$ cat config.mk
export PLATFORM = sky130hd
export DESIGN_NAME = boot_image_copier
export DESIGN_NICKNAME = d
export VERILOG_FILES = /design/src/rtl/boot_image_copier.sv
export SDC_FILE = /design/constraint.sdc
export NUM_CORES = 1
export LEC_CHECK = 0
export BUFFER_PORTS_ARGS = -buffer_cell sky130_fd_sc_hd__buf_2
export CAP_MARGIN = 10
export CELL_PAD_IN_SITES_DETAIL_PLACEMENT = 0
export CELL_PAD_IN_SITES_GLOBAL_PLACEMENT = 2
export CORE_MARGIN = 3
export CORE_UTILIZATION = 26
export CTS_BUF_LIST = sky130_fd_sc_hd__clkbuf_16
export DETAILED_ROUTE_END_ITERATION = 10
export HOLD_SLACK_MARGIN = 0.1
export PLACE_DENSITY_LB_ADDON = 0.1
export SYNTH_ARGS = -nofsm -noshare
export SYNTH_HDL_FRONTEND = slang
export SYNTH_SLANG_ARGS = --single-unit
$ cat constraint.sdc
create_clock -name clk -period 2.1 [get_ports clk]
set_input_delay 0.315 -clock clk [delete_from_list [all_inputs] [get_ports clk]]
set_output_delay 0.315 -clock clk [all_outputs]
set_load 0.02 [all_outputs]
$ cat src/rtl/boot_image_copier.sv
// boot_image_copier
//   Copies a boot image word by word from the SD image memory into the ITCM
//   and holds the RISC-V core in reset until the copy has completed.
//   A copy starts automatically on the first cycle after reset (AUTO_START=1)
//   or on a start pulse from the boot ROM while idle, done or in error.
//
//   Optional feature macro: BOOT_IMAGE_COPIER_CHECKSUM_EN
//     defined   : checksum is the 32-bit modulo sum of every accepted word
//     undefined : checksum is tied to zero, no adder is built
//
// Ports
//   clk, rst            system clock, asynchronous active-high reset
//   start               single-cycle copy request (ignored while busy)
//   cfg_len             number of words to copy, sampled at start
//   src_rd_en/src_addr  one-cycle read request to the image memory
//   src_rd_valid/_data  read response, latency >= 1 cycle
//   dst_we/_addr/_wdata ITCM write, held until dst_ready
//   dst_ready           ITCM accepts the write this cycle
//   cpu_rst_hold        1 keeps the core in reset (released only in DONE)
//   busy, done, error   status; done/error are sticky until the next start
//   checksum            running word sum (see macro above)
//
// State   | meaning
// --------+-----------------------------------------------------------
// S_IDLE  | after reset, waiting for auto-start or start
// S_READ  | issuing the single read request for word idx
// S_WAIT  | waiting for read data, timeout timer running
// S_WRITE | presenting word idx to the ITCM until accepted
// S_DONE  | copy complete, core released
// S_ERROR | read timeout, core held in reset
module boot_image_copier #(
  parameter int AW         = 14,
  parameter int SRC_BASE   = 0,
  parameter int DST_BASE   = 0,
  parameter int TIMEOUT    = 255,
  parameter int AUTO_START = 1
) (
  input  logic          clk,
  input  logic          rst,
  input  logic          start,
  input  logic [AW:0]   cfg_len,
  output logic          src_rd_en,
  output logic [AW-1:0] src_addr,
  input  logic          src_rd_valid,
  input  logic [31:0]   src_rd_data,
  output logic          dst_we,
  output logic [AW-1:0] dst_addr,
  output logic [31:0]   dst_wdata,
  input  logic          dst_ready,
  output logic          cpu_rst_hold,
  output logic          busy,
  output logic          done,
  output logic          error,
  output logic [31:0]   checksum
);

  // Timer only has to count up to TIMEOUT-1: the TIMEOUT-th WAIT cycle
  // is the one that leaves for S_ERROR.
  localparam int            TW     = (TIMEOUT < 2) ? 1 : $clog2(TIMEOUT);
  localparam logic [TW-1:0] T_LAST = TW'(TIMEOUT - 1);
  localparam logic [AW-1:0] SRC_B  = AW'(SRC_BASE);
  localparam logic [AW-1:0] DST_B  = AW'(DST_BASE);

  typedef enum logic [2:0] {
    S_IDLE,
    S_READ,
    S_WAIT,
    S_WRITE,
    S_DONE,
    S_ERROR
  } state_t;

  state_t        r_state;
  state_t        w_state_nxt;
  logic          r_auto;
  logic [AW:0]   r_cnt;
  logic [AW-1:0] r_idx;
  logic [TW-1:0] r_timer;
  logic [31:0]   r_wdata;
  logic          w_launch;
  logic          w_capture;
  logic          w_accept;

  always_ff @(posedge clk or posedge rst) begin
    if (rst) begin
      r_state <= S_IDLE;
    end else begin
      r_state <= w_state_nxt;
    end
  end

  always_comb begin
    w_state_nxt  = r_state;
    w_launch     = 1'b0;
    w_capture    = 1'b0;
    w_accept     = 1'b0;
    src_rd_en    = 1'b0;
    dst_we       = 1'b0;
    busy         = 1'b0;
    done         = 1'b0;
    error        = 1'b0;
    cpu_rst_hold = 1'b1;
    case (r_state)
      S_IDLE: begin
        if (start || r_auto) begin
          w_launch    = 1'b1;
          w_state_nxt = (cfg_len == '0) ? S_DONE : S_READ;
        end
      end
      S_READ: begin
        busy        = 1'b1;
        src_rd_en   = 1'b1;
        w_state_nxt = S_WAIT;
      end
      S_WAIT: begin
        busy = 1'b1;
        // valid is tested first so a response on the timeout cycle wins
        if (src_rd_valid) begin
          w_capture   = 1'b1;
          w_state_nxt = S_WRITE;
        end else if (r_timer == T_LAST) begin
          w_state_nxt = S_ERROR;
        end
      end
      S_WRITE: begin
        busy   = 1'b1;
        dst_we = 1'b1;
        if (dst_ready) begin
          w_accept    = 1'b1;
          w_state_nxt = (r_cnt == (AW+1)'(1)) ? S_DONE : S_READ;
        end
      end
      S_DONE: begin
        done         = 1'b1;
        cpu_rst_hold = 1'b0;
        if (start) begin
          w_launch    = 1'b1;
          w_state_nxt = (cfg_len == '0) ? S_DONE : S_READ;
        end
      end
      S_ERROR: begin
        error = 1'b1;
        if (start) begin
          w_launch    = 1'b1;
          w_state_nxt = (cfg_len == '0) ? S_DONE : S_READ;
        end
      end
      default: w_state_nxt = S_IDLE;
    endcase
  end

  always_ff @(posedge clk or posedge rst) begin
    if (rst) begin
      r_auto  <= (AUTO_START != 0);
      r_cnt   <= '0;
      r_idx   <= '0;
      r_timer <= '0;
      r_wdata <= '0;
    end else begin
      r_auto <= 1'b0;
      if (w_launch) begin
        r_cnt <= cfg_len;
        r_idx <= '0;
      end else if (w_accept) begin
        r_cnt <= r_cnt - (AW+1)'(1);
        r_idx <= r_idx + AW'(1);
      end
      if (r_state == S_READ) begin
        r_timer <= '0;
      end else if (r_state == S_WAIT) begin
        r_timer <= r_timer + TW'(1);
      end
      if (w_capture) begin
        r_wdata <= src_rd_data;
      end
    end
  end

  // Addresses read as zero outside the states that use them, so the
  // buses sit at zero in reset/idle regardless of the base parameters.
  assign src_addr  = (r_state == S_READ || r_state == S_WAIT) ? SRC_B + r_idx : '0;
  assign dst_addr  = (r_state == S_WRITE) ? DST_B + r_idx : '0;
  assign dst_wdata = r_wdata;

`ifdef BOOT_IMAGE_COPIER_CHECKSUM_EN
  logic [31:0] r_checksum;

  always_ff @(posedge clk or posedge rst) begin
    if (rst) begin
      r_checksum <= '0;
    end else if (w_launch) begin
      r_checksum <= '0;
    end else if (w_accept) begin
      r_checksum <= r_checksum + r_wdata;
    end
  end

  assign checksum = r_checksum;
`else
  assign checksum = 32'h0;
`endif

endmodule

==> results of run 1 <==
## where the power goes
part	internal (µW)	leakage (µW)	total, µW	switching [µW]
Combinational	1280	0.00136	3100	1820
Clock	918	0.000137	1540	624
Sequential	1930	0.000920	2270	340
Total	4130	0.00242	6910	2780
## cells in the mapped netlist (all sizes together)
master	count	share of area [%]
dfrtp	72	46
buf	42	8.0
nor2	33	3.2
mux2	32	9.2
nand2	28	2.8
nor2b	18	2.9
o21ai	17	2.3
and2	16	2.6
nand3	16	2.0
nor3	9	1.7
o211ai	9	1.7
xor2	9	2.0
inv	8	0.77
nand4	7	1.1
xnor2	7	1.6
a21oi	5	0.64
clkbuf	5	0.51
ha	5	1.6
nor4	5	0.80
and3	4	0.64
nand2b	4	0.64
a221o	3	0.77
o311ai	3	0.67
and4b	2	0.51
o2111ai	2	0.45
or2	2	0.32
or3	2	0.32
or4	2	0.58
a211oi	1	0.19
a221oi	1	0.22
a22o	1	0.22
a31oi	1	0.16
a32oi	1	0.22
and3b	1	0.22
and4	1	0.22
conb	1	0.096
dfstp	1	0.67
nand4b	1	0.38
nor3b	1	0.19
o211a	1	0.26
o311a	1	0.26
o31ai	1	0.19
## layer usage
metal	GRT usage, %	part of all wire (%)	up-vias
li1	-	-	1538
met2	18.6	46	102
met1	15.3	46	1463
met4	4.20	1.3	0
met5	0	0	-
met3	3.90	7.1	10
## final timing paths
path / startpoint / endpoint / cells past startpoint
max: r_state[2] / dst_addr[1] / 5
max reg2reg: r_cnt[4] / r_cnt[11] / 5
max in group asynchronous: rst / dst_wdata[11] / 4
min in group asynchronous: rst / dst_wdata[1] / 3
min reg2reg: r_timer[7] / r_timer[7] / 1
min: cfg_len[5] / r_cnt[5] / 3
## cell type report
cell class | instances | share of cell area (%)
Multi-Input combinational cell | 286 | 36.7
Tap cell | 184 | 4.57
Inverter | 8 | 0.670
Clock buffer | 9 | 4.47
Sequential cell | 73 | 36.3
Clock inverter | 7 | 1.39
Timing Repair Buffer | 140 | 15.9
## state kept, by name, indices dropped and copies added, names as in the netlist
name       count
r_cnt         15
r_idx         14
r_timer        8
dst_wdata     32
r_state        3
r_auto         1
## stage by stage
step | cell area (µm²) | hold WS, ns | util [%]
final | 5040 | 0.201 | 34.4
after global routing | 5040 | 0.193 | 34.4
after CTS | 4980 | 0.187 | 34.0
after detailed placement | 4670 | 0.435 | 31.9
after global placement | 4670 | 0.434 | 31.9
after floorplan | 4030 | 0.431 | -
## timing repair
| item | 4_1_cts | 5_1_grt |
|---|---|---|
| hold buffers | 1 | 0 |
| setup buffers | 0 | 4 |
| pin swaps | 0 | 2 |
| gates resized for setup | 1 | 2 |
| hold endpoints to repair | 21 | 0 |
| cloned | 0 | 1 |
| setup endpoints to repair | 14 | 24 |
## critical path, delay by kind of cell, from the launching register on
kind,cells,cell delay (ns)
flip-flops,1,0.41
AND/OR/NAND/NOR,2,0.42
buffers and inverters,3,0.52
## cell families after synthesis
family | synth area share, %
DFF | 46.8
adders and majority gates | 1.60
AOI/OAI and AO/OA | 8.26
xor gates and xnor gates | 3.59
other | 0.0959
muxes | 9.22
buffers and inverters | 9.31
and+or+nand+nor | 21.2
## cells in the final DEF, fill, tap and decap left out, drive strengths merged, types with 5 or more instances in the layout
master,n
a21oi,5
inv,8
buf,139
mux2,32
conb,33
and2,16
o211ai,9
clkbuf,9
nor4,5
nor2b,18
dfrtp,72
nor2,34
nand3,16
nand4,7
ha,5
xnor2,7
xor2,9
nor3,9
nand2,28
o21ai,17
==> results.yml, run 1 <==
outcome:
  status: "finished clean"
sta:
  drv_slew: 0
  finalSetupViolations: 0
  post-route-period-util_pct: 94.8
  worst_slack_ns: 0.109
  layout_min_cycle_time_ns: 1.99
  hold_viol_final: 0
  rsz0062_at_grt: "false"
  slew_headroom_pct: 58.9
  worst_pin_slew_ns: 0.615
  tns_ns: 0
  max_clock_freq_mhz: 502
  skew_ns: 0.00446
global_route:
  grt_pass1_wl_um: 15400
  grt_max_degree: 33
  antenna_found_initial: 0
  track_usage_pct: 11.8
  grt_pass1_vias: 2967
  grt_overflow_total: 0
floorplan:
  die_w_um: 129
  ioPinCount: 150
  core_mm2: 0.0146
  rows: 44
  die_area_mm2: 0.0165
  initial_core_util_pct: 26.7
  fp.dieH_um: 129
worst_setup_path:
  cp_slowest_cell: "dfrtp_1"
  cp.arrival_ns: 1.68
  reg2reg_slack_ns: 0.21
  slowest_delay_ns: 0.41
  start_kind: "register"
  crit_fanout: 15
  required_ns: 1.78
  crit_path_cell_trace: "buf_4 > and3b_1 > buf_6 > and2_1 > buf_2"
  cp-end-kind: "output port"
  critical_path_class: "reg2out"
placement:
  gp_congestion: 0.725
  place_hpwl_um: 7370
  io_buffers: 117
  place_ws_ns: 0.192
  dp.cells: 685
layout:
  final_cells: 707
  layout-drive-gt1-share_pct: 37.9
  multi_input_area_mm2: 0.00185
  area_growth_syn_to_layout_pct: 29.0
  nFillCells: 1512
  nets: 575
  diodes: 0
  register_area_mm2: 0.00183
cts:
  clk_pin_slew_ns: 0.06
  clockBufferDepth: 2
  cts_root_buf: "clkbuf_16"
  cts_tree: "yes"
  cts_buffers: 9
  cts.htree.levels: 3
  cts.sinks: 73
  clk-insertion-delay-late_ns: 0.34
drt:
  vias: 3113
  antenna_left: 0
  wl_per_cell_um: 14.2
  via_per_inst: 4.40
  drtIter0Drc: 111
  wl_um: 10000
  post-route-drc-count: 0
  firstDrtPassIters: 4
synthesis:
  synth.distinct_cells: 52
  netlist_instances: 381
  yosys_warnings: 0
  netlist_area_mm2: 0.00391
  synth-seq-cells: 73
  avgSynthCellArea_um2: 10.3
  ys_seq_area_share_pct: 46.8
power:
  leakage_uw: 0.00242
  p_per_area_mw_per_mm2: 1370
  power.total_uw: 6910
  ir_worst_vdd_v: 0.000519
flow_run:
  max-cap-violations: 0
min_path:
  hold_class: "in2reg"
Power figures use the tool's default switching activity.
==> run 2, diff against run 1 <==
--- a/config.mk
+++ b/config.mk
@@ -5,12 +5,13 @@
 export SDC_FILE = /design/constraint.sdc
 export NUM_CORES = 1
 export LEC_CHECK = 0
+export ABC_AREA = 1
 export BUFFER_PORTS_ARGS = -buffer_cell sky130_fd_sc_hd__buf_2
 export CAP_MARGIN = 10
 export CELL_PAD_IN_SITES_DETAIL_PLACEMENT = 0
 export CELL_PAD_IN_SITES_GLOBAL_PLACEMENT = 2
 export CORE_MARGIN = 3
-export CORE_UTILIZATION = 26
+export CORE_UTILIZATION = 25
 export CTS_BUF_LIST = sky130_fd_sc_hd__clkbuf_16
 export DETAILED_ROUTE_END_ITERATION = 10
 export HOLD_SLACK_MARGIN = 0.1
==> run 2 against run 1 <==
- first-iteration DRC count increased by 48%
- fmax increased by 2.8%
- global-route usage increased by 1.3 points
- area after synthesis increased by 11%
- cell count increased by 25%
- flip-flop and latch count unchanged
- count of clock-buffer cells in the layout unchanged
- power increased by 11%
- die area increased by 15%
- routed wire length increased by 21%
- critical path type unchanged
- largest cell class unchanged
- highest routed layer is now met5
==> results.yml, run 2 <==
synthesis:
  ys_seq_area_share_pct: 42.2
  netlist_instances: 530
  synth_common_cells: "nand2_1, nor2_1, dfrtp_1"
  netlist_area_mm2: 0.00434
  async_flop_share_pct: 100
  synth.most_common_cell: "nand2_1"
  yosys_warnings: 0
  synth_largest_area_cell: "dfrtp_1"
  ys.flop_type: "dfrtp_1"
  avgSynthCellArea_um2: 8.18
  synth-seq-cells: 73
  synth.distinct_cells: 33
  synth.top_cell.area_share_pct: 41.6
  synth-edff-count: 0
  synth.area.top_cells: "dfrtp_1, nand2_1, mux2_4"
sta:
  finalSetupViolations: 0
  worst_slack_ns: 0.163
  skew_ns: 0.00583
  rsz0062_at_grt: "false"
  layout_min_cycle_time_ns: 1.94
  fin_worst_hold_slack_ns: 0.201
  hold_viol_final: 0
  worst_pin_slew_ns: 0.672
  tns_ns: 0
  slew_headroom_pct: 55.2
  max_clock_freq_mhz: 516
  drv_slew: 0
  post-route-period-util_pct: 92.3
power:
  leakage_uw: 0.00284
  ir_worst_vdd_v: 0.000608
  p_per_area_mw_per_mm2: 1410
layout:
  nets: 715
  register_area_mm2: 0.00183
  final_common_cell: "nand2_1"
  area_growth_syn_to_layout_pct: 25.6
  diodes: 0
  layout-drive-gt1-share_pct: 28.7
  fin_util_pct: 32.5
  multi_input_area_mm2: 0.00208
  nFillCells: 1805
  final_cell_mix: "nand2_1, buf_2, nor2_1"
  final_cells: 883
  largest_reg_flops: 32
drt:
  post-route-drc-count: 0
  antenna_left: 0
  firstDrtPassIters: 4
  wl_um: 12100
  drtIter0Drc: 164
  vias: 3725
  via_per_inst: 4.22
  wl_per_cell_um: 13.8
cts:
  cts.htree.levels: 3
  cts_buffers: 9
  cts_tree: "yes"
  clk_pin_slew_ns: 0.06
  cts.sinks: 73
  clk-insertion-delay-late_ns: 0.34
  cts_root_buf: "clkbuf_16"
  clockBufferDepth: 2
floorplan:
  core_mm2: 0.0168
  fp.dieH_um: 138
  die_w_um: 138
  rows: 47
  ioPinCount: 150
  die_area_mm2: 0.0190
  initial_core_util_pct: 25.9
worst_setup_path:
  required_ns: 1.78
  start_kind: "register"
  cp.arrival_ns: 1.62
  crit_fanout: 16
  ff2ff_path_depth: 5
  cp-end-kind: "output port"
  critical_path_class: "reg2out"
global_route:
  grt_pass1_vias: 3705
  track_usage_pct: 13.1
  grt_pass1_wl_um: 19000
  grt_max_degree: 34
  grt_overflow_total: 0
  antenna_found_initial: 1
placement:
  io_buffers: 117
  place_ws_ns: 0.158
  place_hpwl_um: 9240
  gp_congestion: 0.761
  dp.cells: 864
flow_run:
  max-cap-violations: 0
min_path:
  hold_class: "in2reg"
  min_path_cells: 2
outcome:
  status: "finished clean"
==> run 2: changes by cell type in the layout (fill, tap and decap cells not counted), sizes merged, moves of 16 or more <==
cell	delta
inv	+49
nor2	+56
nand2	+101
nor2b	-18
and2	-16
nand3	+20
==> run 2: repair_timing <==
| item | in CTS | in global routing |
|---|---|---|
| pin swaps | 0 | 1 |
| setup buffers | 0 | 2 |
| hold buffers | 1 | 0 |
| gates resized for setup | 3 | 2 |
| hold endpoints to repair | 20 | 0 |
| setup endpoints to repair | 14 | 24 |
==> run 2: path summary, 6_finish.rpt <==
path	slack, ns	endpoint	from
min reg2reg	0.50	r_cnt[1]	r_cnt[1]
max in group asynchronous	0.90	dst_wdata[0]	rst
max reg2reg	0.35	dst_wdata[26]	r_state[0]
min	0.20	dst_wdata[17]	src_rd_data[17]
min in group asynchronous	0.64	r_timer[0]	rst
max	0.16	src_addr[2]	r_state[2]
==> run 2: power by group <==
group	internal, µW	switching, µW	leakage [µW]
clock	1160	639	0.000167
sequential	1940	372	0.000916
combinational	1390	2200	0.00175
==> run 2: per-stage QoR <==
step / cell area, µm² / power [µW]
detailed placement: 5070 / 5930
floorplan: 4460 / 4920
global route: 5450 / 8330
global placement: 5070 / 5930
finish: 5450 / 7700
CTS: 5430 / 7820
==> run 2: area by class of cell <==
class | instances | share of cell area, %
Clock buffer | 9 | 4.14
Timing Repair Buffer | 130 | 12.8
Inverter | 56 | 4.02
Tap cell | 220 | 5.06
Clock inverter | 7 | 2.18
Multi-Input combinational cell | 388 | 38.2
Sequential cell | 73 | 33.6
==> run 2: worst max-delay path, cell delays in order (launching register included) <==
cell and delay (ns):
dfrtp_1 0.40, inv_4 0.11, nand2_2 0.10, nor2_8 0.14, inv_2 0.08, nand2_2 0.10
inv_4 0.10, nor2_1 0.09, buf_2 0.18
==> run 2: logic make-up after synthesis <==
| logic type | count (synthesis) | synth area share [%] |
|---|---|---|
| simple gates | 271 | 26.3 |
| buf+inv | 101 | 12.7 |
| flops | 73 | 42.2 |
| compound gates | 43 | 5.57 |
| mux | 33 | 11.1 |
| fa+ha+maj | 5 | 1.44 |
| xor+xnor | 3 | 0.606 |
| other cells | 1 | 0.0865 |
==> run 2: routing by layer <==
metal  vias to the layer above  track usage [%]  part of all wire, %
met3                        18             3.98                  6.9
met2                       109             20.3                   46
met1                      1712             17.0                   45
li1                       1884                -                    -
met5                         -                0                 0.11
met4                         2             5.38                  1.7
==> run 3, diff against run 2 <==
--- a/config.mk
+++ b/config.mk
@@ -10,7 +10,6 @@
 export CAP_MARGIN = 10
 export CELL_PAD_IN_SITES_DETAIL_PLACEMENT = 0
 export CELL_PAD_IN_SITES_GLOBAL_PLACEMENT = 2
-export CORE_MARGIN = 3
 export CORE_UTILIZATION = 25
 export CTS_BUF_LIST = sky130_fd_sc_hd__clkbuf_16
 export DETAILED_ROUTE_END_ITERATION = 10
==> run 3 against run 2 <==
- first-iteration DRC count grew 38%
- critical path depth did not move
- worst setup slack got worse by 0.010 ns
- sequential power is essentially flat
- flip-flop and latch count unchanged
- fmax is 0.52% lower
- register-to-register slack worse by 0.04 ns
- die area fell by 5.7%
- sequential share of layout area increased by 0.40 points
- via count fell by 1.2%
- non-clock buffer count down 1
- clock power decreased by 18%
- critical endpoint unchanged
==> results.yml, run 3 (synthesis gave the netlist of run 2 again) <==
drt:
  via_per_inst: 4.17
  firstDrtPassIters: 4
  wl_per_cell_um: 13.4
  drtIter0Drc: 226
  antenna_left: 0
  vias: 3679
  post-route-drc-count: 0
  wl_um: 11800
worst_setup_path:
  r2r_end: "dst_wdata[26]"
  cp.arrival_ns: 1.63
  cp-end-kind: "output port"
  cp_num_buf_inv: 4
  cp_num_cells: 8
  crit_fanout: 16
  crit_start: "r_state[2]"
  required_ns: 1.78
  start_kind: "register"
  r2r_start: "r_state[1]"
  slowest_delay_ns: 0.40
  critical_path_class: "reg2out"
  reg2reg_slack_ns: 0.31
  path_delay_family: "buffers and inverters"
  cp_slowest_cell: "dfrtp_1"
  crit_path_cell_trace: "inv_4 > nand2_2 > nor2_8 > inv_1 > nand2_2 > inv_4 > nor2_1 > buf_2"
  cp-endpoint: "src_addr[2]"
  ff2ff_path_depth: 5
sta:
  fin_worst_hold_slack_ns: 0.200
  max_clock_freq_mhz: 513
  tns_ns: 0
  slew_headroom_pct: 56.1
  skew_ns: 0.00930
  hold_viol_final: 0
  worst_pin_slew_ns: 0.657
  post-route-period-util_pct: 92.7
  layout_min_cycle_time_ns: 1.95
  finalSetupViolations: 0
  drv_slew: 0
  rsz0062_at_grt: "false"
global_route:
  track_usage_pct: 14.2
  grt_max_degree: 38
  grt_pass1_wl_um: 19700
  grt_pass1_vias: 3736
  antenna_found_initial: 0
  grt_overflow_total: 0
cts:
  cts_root_buf: "clkbuf_16"
  cts_buffers: 9
  cts.htree.levels: 3
  cts_tree: "yes"
  cts.sinks: 73
  clk_pin_slew_ns: 0.07
  clk-insertion-delay-late_ns: 0.34
  clockBufferDepth: 2
floorplan:
  die_w_um: 134
  core_mm2: 0.0168
  ioPinCount: 150
  rows: 47
  die_area_mm2: 0.0179
  fp.dieH_um: 134
  initial_core_util_pct: 25.9
layout:
  final_common_cell: "nand2_1"
  largest_reg_flops: 32
  area_growth_syn_to_layout_pct: 24.1
  diodes: 0
  nets: 714
  layout-drive-gt1-share_pct: 28.5
  fin_util_pct: 32.1
  final_area_mm2: 0.00538
  final_cell_mix: "nand2_1, buf_2, nor2_1"
placement:
  place_hpwl_um: 8890
  place_area_mm2: 0.00505
  gp_congestion: 0.732
  io_buffers: 117
flow_run:
  max-cap-violations: 0
power:
  p_per_area_mw_per_mm2: 1370
  ir_worst_vdd_v: 0.000597
  leakage_uw: 0.00280
  power.total_uw: 7350
min_path:
  min_path_cells: 2
  hold_class: "in2reg"
outcome:
  status: "finished clean"
## run 3: changes by cell type in the layout (fill, tap and decap cells not counted), sizes merged
| cell | previous run | this run |
|---|---|---|
| bufinv | 3 | 0 |
| clkinv | 1 | 4 |
| buf | 129 | 128 |
## run 3: metal layers
layer	share of wire [%]	wire length (µm)	GRT usage, %	vias up
li1	-	-	-	1882
met1	46	5450	18.3	1693
met2	48	5630	23.0	96
met3	5.5	649	3.96	8
met4	0.88	104	3.98	0
met5	0	0	0	-
## run 3: how the worst min path moves through the flow
stage | from | endpoint | slack [ns]
4_1_cts | src_rd_data[30] | dst_wdata[30] | 0.19
3_3_place_gp | rst | r_idx[4] | 0.41
6_report | src_rd_data[14] | dst_wdata[14] | 0.20
2_1_floorplan | cfg_len[10] | r_cnt[10] | 0.45
3_5_place_dp | rst | r_idx[4] | 0.41
5_1_grt | src_rd_data[25] | dst_wdata[25] | 0.18
## run 3: per-stage QoR
step	cells	worst slack, ns
6_report	882	0.152
5_1_grt	882	0.0168
4_1_cts	880	0.0510
3_5_place_dp	862	0.123
3_3_place_gp	862	0.170
2_1_floorplan	562	0.339
## run 3: worst reg2reg max path: cells and delay by family, from the launching register on
kind | cells | cell delay, ns
buffers and inverters | 1 | 0.17
DFF | 1 | 0.45
muxes | 1 | 0.41
and+or+nand+nor | 3 | 0.66
## run 3: report_power, final
| part | internal [µW] | total (µW) | switching [µW] | leakage [µW] |
|---|---|---|---|---|
| sequential | 1940 | 2300 | 361 | 0.000916 |
| clock | 810 | 1470 | 658 | 0.000134 |
| combinational | 1380 | 3580 | 2200 | 0.00175 |
| total | 4130 | 7350 | 3220 | 0.00280 |
## run 3: final cells by class
type | instances | area, µm²
Multi-Input combinational cell | 388 | 2090
Tap cell | 220 | 275
Sequential cell | 73 | 1830
Timing Repair Buffer | 129 | 693
Fill cell | 1798 | 11400
Clock inverter | 7 | 55.1
Clock buffer | 9 | 225
Inverter | 56 | 219
## run 3: what timing repair did
action                                  4_1_cts  5_1_grt
buffers inserted                              1        2
hold endpoints to repair                     19        0
endpoints found under the setup margin       14       16
resized for setup                             2        4
pin swaps                                     1        0
hold buffers                                  1        0
